## src/rtl/uart2b_host.sv

```systemverilog
// Half-duplex UART host: sends a 16-bit request as two 8N1 frames,
// then waits for and receives a 16-bit response as two 8N1 frames.
module uart2b_host #(
  parameter int unsigned TIMEOUT_TICKS = 64
) (
  input  logic        clk,
  input  logic        reset,
  input  logic        tick,
  input  logic        start,
  input  logic [15:0] req_data,
  input  logic        rx,
  output logic        tx,
  output logic [15:0] rsp_data,
  output logic        busy,
  output logic        done,
  output logic        timeout,
  output logic        frame_err,
  output logic [1:0]  state_out
);

  typedef enum logic [1:0] {
    IDLE = 2'b00,
    SEND = 2'b01,
    WAIT = 2'b10,
    RECV = 2'b11
  } state_t;

  localparam logic [7:0] TO_LIM = TIMEOUT_TICKS[7:0];

  state_t      state_q, state_d;
  logic [15:0] word_q, word_d;
  logic [4:0]  bit_q, bit_d;
  logic [7:0]  cnt_q, cnt_d;
  logic        idx_q, idx_d;
  logic [7:0]  shift_q, shift_d;
  logic [7:0]  hi_q, hi_d;
  logic [15:0] rsp_q, rsp_d;
  logic        tx_q, tx_d;
  logic        busy_q, busy_d;
  logic        done_q, done_d;
  logic        to_q, to_d;
  logic        fe_q, fe_d;

  logic [7:0]  cur_byte;
  logic [4:0]  pos;
  logic [2:0]  pm1;
  logic        send_bit;
  logic [7:0]  cnt_inc;

  // Bit position 0..19 -> start / data LSB first / stop, high byte first.
  always_comb begin
    cur_byte = (bit_q < 5'd10) ? word_q[15:8] : word_q[7:0];
    pos      = (bit_q < 5'd10) ? bit_q : bit_q - 5'd10;
    pm1      = 3'(pos - 5'd1);
    if (pos == 5'd0)      send_bit = 1'b0;
    else if (pos == 5'd9) send_bit = 1'b1;
    else                  send_bit = cur_byte[pm1];
  end

  assign cnt_inc = cnt_q + 8'd1;

  always_comb begin
    state_d = state_q;
    word_d  = word_q;
    bit_d   = bit_q;
    cnt_d   = cnt_q;
    idx_d   = idx_q;
    shift_d = shift_q;
    hi_d    = hi_q;
    rsp_d   = rsp_q;
    tx_d    = tx_q;
    done_d  = 1'b0;
    to_d    = 1'b0;
    fe_d    = 1'b0;
    unique case (state_q)
      IDLE: begin
        tx_d = 1'b1;
        if (start) begin
          word_d  = req_data;
          bit_d   = 5'd0;
          state_d = SEND;
        end
      end
      SEND: begin
        if (tick) begin
          if (bit_q == 5'd20) begin
            tx_d    = 1'b1;
            idx_d   = 1'b0;
            cnt_d   = 8'd0;
            state_d = WAIT;
          end else begin
            tx_d  = send_bit;
            bit_d = bit_q + 5'd1;
          end
        end
      end
      WAIT: begin
        tx_d = 1'b1;
        if (tick) begin
          if (!rx) begin
            cnt_d   = 8'd0;
            bit_d   = 5'd0;
            state_d = RECV;
          end else if (cnt_inc == TO_LIM) begin
            to_d    = 1'b1;
            state_d = IDLE;
          end else begin
            cnt_d = cnt_inc;
          end
        end
      end
      RECV: begin
        tx_d = 1'b1;
        if (tick) begin
          if (bit_q != 5'd8) begin
            shift_d = {rx, shift_q[7:1]};
            bit_d   = bit_q + 5'd1;
          end else if (!rx) begin
            fe_d    = 1'b1;
            state_d = IDLE;
          end else if (!idx_q) begin
            hi_d    = shift_q;
            idx_d   = 1'b1;
            cnt_d   = 8'd0;
            state_d = WAIT;
          end else begin
            rsp_d   = {hi_q, shift_q};
            done_d  = 1'b1;
            state_d = IDLE;
          end
        end
      end
    endcase
    busy_d = (state_d != IDLE);
  end

  always_ff @(posedge clk) begin
    if (reset) begin
      state_q <= IDLE;
      word_q  <= '0;
      bit_q   <= '0;
      cnt_q   <= '0;
      idx_q   <= 1'b0;
      shift_q <= '0;
      hi_q    <= '0;
      rsp_q   <= '0;
      tx_q    <= 1'b1;
      busy_q  <= 1'b0;
      done_q  <= 1'b0;
      to_q    <= 1'b0;
      fe_q    <= 1'b0;
    end else begin
      state_q <= state_d;
      word_q  <= word_d;
      bit_q   <= bit_d;
      cnt_q   <= cnt_d;
      idx_q   <= idx_d;
      shift_q <= shift_d;
      hi_q    <= hi_d;
      rsp_q   <= rsp_d;
      tx_q    <= tx_d;
      busy_q  <= busy_d;
      done_q  <= done_d;
      to_q    <= to_d;
      fe_q    <= fe_d;
    end
  end

  assign tx        = tx_q;
  assign rsp_data  = rsp_q;
  assign busy      = busy_q;
  assign done      = done_q;
  assign timeout   = to_q;
  assign frame_err = fe_q;
  assign state_out = state_q;

endmodule

```

## config.mk

```make
export PLATFORM = sky130hd
export DESIGN_NAME = uart2b_host
export DESIGN_NICKNAME = d
export VERILOG_FILES = /design/src/rtl/uart2b_host.sv
export SDC_FILE = /design/constraint.sdc
export NUM_CORES = 1
export LEC_CHECK = 0
export CAP_MARGIN = 5
export CORE_MARGIN = 2
export CORE_UTILIZATION = 59
export CTS_CLUSTER_SIZE = 20
export DETAILED_ROUTE_END_ITERATION = 7
export GPL_TIMING_DRIVEN = 0
export PLACE_DENSITY = 0.85
export SLEW_MARGIN = 0
export SYNTH_ARGS = -nofsm -noshare
export SYNTH_HDL_FRONTEND = slang
export SYNTH_SLANG_ARGS = --single-unit
```

## constraint.sdc

```tcl
create_clock -name clk -period 8.62 [get_ports clk]
set_clock_uncertainty 0.05 [all_clocks]
set_input_delay 0.862 -clock clk [delete_from_list [all_inputs] [get_ports clk]]
set_output_delay 0.862 -clock clk [all_outputs]
set_load 0.005 [all_outputs]
```

==> results by group <==
Die
  • Die Ht: around 78 microns
  • CORE AREA: about 5200 sq um
  • Die X: around 78 microns
  • Row count: 26
  • Die area: just over 6000 sq um
  • IO Count: between 40 and 50
  • Initial cell density of the core: 0.623

Setup path
  • Critical path arrival: around 3.5 ns
  • Slowest CP cell: mux4_2
  • R2R Setup Slk: ~5.3 ns
  • Worst Setup SP: bit_q[2]
  • CP max stage delay: roughly 0.56 ns
  • Critical Path RT: 8.80 ns
  • CP endpoint kind: flop
  • CP max FO: 10
  • FF-to-FF End: tx
  • Most used cell, CP: ha_1
  • Crit Path Category: flop to flop
  • CP top delay family: simple AND/OR/NAND/NOR gates
  • Critical path depth: 13
  • R2R cell count: 13
  • Crit path capture: tx
  • Critical Path Source Type: flop
  • Crit path cell chain: buf_2, inv_1, ha_1, nor2b_4, nor2_4, xnor2_1, ha_1, nor2b_1, o22ai_1, nor3b_1, mux4_2, a221oi_2, a21oi_1
  • Crit path buf inv count: 2
  • R2R Path Start: bit_q[2]

Clock network
  • Post-CTS setup buffer count: 0
  • CTS root buf: clkbuf_8
  • CTS buffer count: 9
  • Post-CTS sizing: 0
  • CTS tree: built
  • CTS sink count: 69
  • Reg clk slew, reported paths: about 0.070 ns
  • Max Buffers Root-to-Sink: 2
  • Clock Latency Late Sink: between 0.3 and 0.4 ns
  • H-Tree Depth: 3
  • # hold bufs at CTS: 0

Logic synthesis
  • Ys Warns: 0
  • Post-Synth Adder-Cell Area: 0.0270
  • Synth area leader: dfxtp_1
  • Syn Nets: just over 400
  • Area share of the largest cell type after synthesis: 0.426
  • Post-Syn Area: roughly 3200 sq um
  • Synth cell types: 56
  • Area fraction in compound gates after synthesis: 0.131
  • Multiplexer area fraction after synthesis: 0.100
  • FF+latch count, synth: between 60 and 70
  • Number of flops mapped to enable cells by yosys: 0
  • Synth Instances: between 300 and 400
  • Largest family of logic cells by synthesized area: simple AND/OR/NAND/NOR gates
  • Mean area per synthesized cell: approximately 8.4 sq um
  • Count leader, synth: nand2_1
  • Simple-Gate Fraction of Synth Area: 0.265
  • Dominant cells by area after synthesis: dfxtp_1, nand2_1, a21oi_1, mux2i_1, nand3_1
  • Asr flop ratio synth: 0
  • Most frequent cells after synthesis: nand2_1, dfxtp_1, a21oi_1, nor2_1, nand3_1
  • Post-Synth XOR/XNOR Area: 0.0135
  • Seq/Total Area, Yosys: 0.426
  • Most used DFF post-synth: dfxtp_1

Worst hold path
  • Hold Crit Depth: 2
  • Worst Hold Class: flop to flop

Run status
  • Status: finished, final reports clean

Drt
  • DR vias: between 2000 and 3000
  • Remaining antenna violation count after routing: 0
  • Final WL: ~7600 microns
  • DR WL/cell: approximately 15 microns
  • Iteration-0 DRC Markers: between 150 and 200
  • DRC viols: 0
  • First drt pass iteration count: 4
  • Vias/cell: 5.77

Timing
  • Slew HR: 0.626
  • Slew Limit Fails: 0
  • FMAX: 303 MHz
  • Hold_ws: between 0.4 and 0.5 ns
  • Setup TNS: 0 ns
  • Final min period: between 3 and 4 ns
  • Actual slew at the worst max-slew pin: 0.560 ns
  • Fin crit share: 0.383
  • Final setup vio count: 0
  • Count of final hold-check violations: 0
  • RSZ-0062 raised after global routing: no

Pwr
  • Combinational Power Share: 0.073
  • Pleak: between 1 and 1.5 nW
  • Cell-internal power: roughly 0.47 mW
  • Sequential power share: 0.527
  • Clock network power share: 0.400
  • NetSw: 0.157 mW
  • Pwr Density: between 150 and 200 nW/um^2
  • Peak VDD IR: approximately 0.00012 V
  • Sw Share: 0.253

Final layout
  • Fillers: 389
  • Area grow syn2layout: 21.1%
  • Multi-input gate area: between 1500 and 2000 sq um
  • Diode count: 0
  • Register area: approximately 1400 sq um
  • Fin cells: approximately 510
  • Fin nets: 464
  • Ratio of cells with drive above 1 in the final layout: 0.0907

Job
  • Max-cap viol count: 0

Placement
  • HPWL Detailed: 5250 microns
  • Dpl cells: roughly 500
  • I/O Buffers: 41
  • GPL Wtd Cong: 0.914

GRT
  • Initial antenna violation count: 0
  • Grt ovf: 0
  • Largest net degree at the start of global routing: 13
  • First-pass GRT wire length: 12500 microns
  • Vias in the first global route: between 2000 and 3000
  • Total Routing Usage GR: 0.260
-- kinds of logic (layout without fill, tap and decap cells) --
family / Yosys count / count (layout)
AO/OA/AOI/OAI: 68 / 68
buffers and inverters: 31 / 88
AND/OR/NAND/NOR: 178 / 178
flip-flops: 69 / 69
XOR/XNOR: 5 / 5
adder cells (fa/ha/maj): 7 / 7
multiplexers: 26 / 26
-- how the worst min path moves through the flow --
stage | start | to
after floorplan | word_q[10] | word_q[10]
after global placement | word_q[7] | word_q[7]
after detailed placement | word_q[3] | word_q[3]
after CTS | word_q[3] | word_q[3]
after global routing | rsp_data[6] | rsp_data[6]
final | word_q[3] | word_q[3]
-- layer usage --
metal  global-route usage  wire (microns)  part of all wire
met1                0.339            3390              0.45
met2                0.409            3630              0.48
met3               0.0609             415             0.055
met4                0.123             153             0.020
met5                    0               0                 0
-- cell usage in the layout (no fill, tap or decap), drive strengths merged, types with 9 or more instances in the layout --
cell,n
mux2i,19
nand3,30
nand2,70
inv,9
dfxtp,69
clkdlybuf4s50,41
clkbuf,25
nor2,40
a21oi,39
-- tightest hold or removal path: stages (launching register included) --
cell and delay [ns]:
dfxtp_1 0.31, nand2_1 0.05, a21oi_1 0.05
-- through the flow --
| step | util | worst slack, ns | total power [mW] | instance area [sq um] |
|---|---|---|---|---|
| finish | 0.755 | 5.32 | 0.622 | 3930 |
| global route | 0.755 | 5.11 | 0.643 | 3930 |
| CTS | 0.755 | 5.32 | 0.622 | 3930 |
| detailed placement | 0.719 | 5.34 | 0.380 | 3740 |
| global placement | 0.719 | 5.41 | 0.379 | 3740 |
| floorplan | - | 5.75 | 0.362 | 3240 |
-- sequential cells by signal, indices dropped and copies added, names as in the netlist --
register	cells
rsp_data	16
word_q	16
cnt_q	8
hi_q	8
shift_q	8
bit_q	5
state_out	2
busy	1
done	1
frame_err	1
idx_q	1
timeout	1
tx	1
-- power groups by stage --
stage	clock network (mW)	registers [mW]	logic, mW
after floorplan	0	0.334	0.0271
after global placement	0	0.335	0.0434
after detailed placement	0	0.336	0.0446
after CTS	0.249	0.328	0.0450
after global routing	0.264	0.329	0.0499
final	0.249	0.328	0.0453
-- cell type report --
type                       instances  area share
clock inverter                     5     0.00892
timing repair buffer              41       0.104
clock buffer                      11      0.0385
inverter                          10     0.00955
multi-input combinational        284       0.443
buffer                            21      0.0220
tap                               70      0.0223
sequential                        69       0.352
Power figures use the tool's default switching activity.
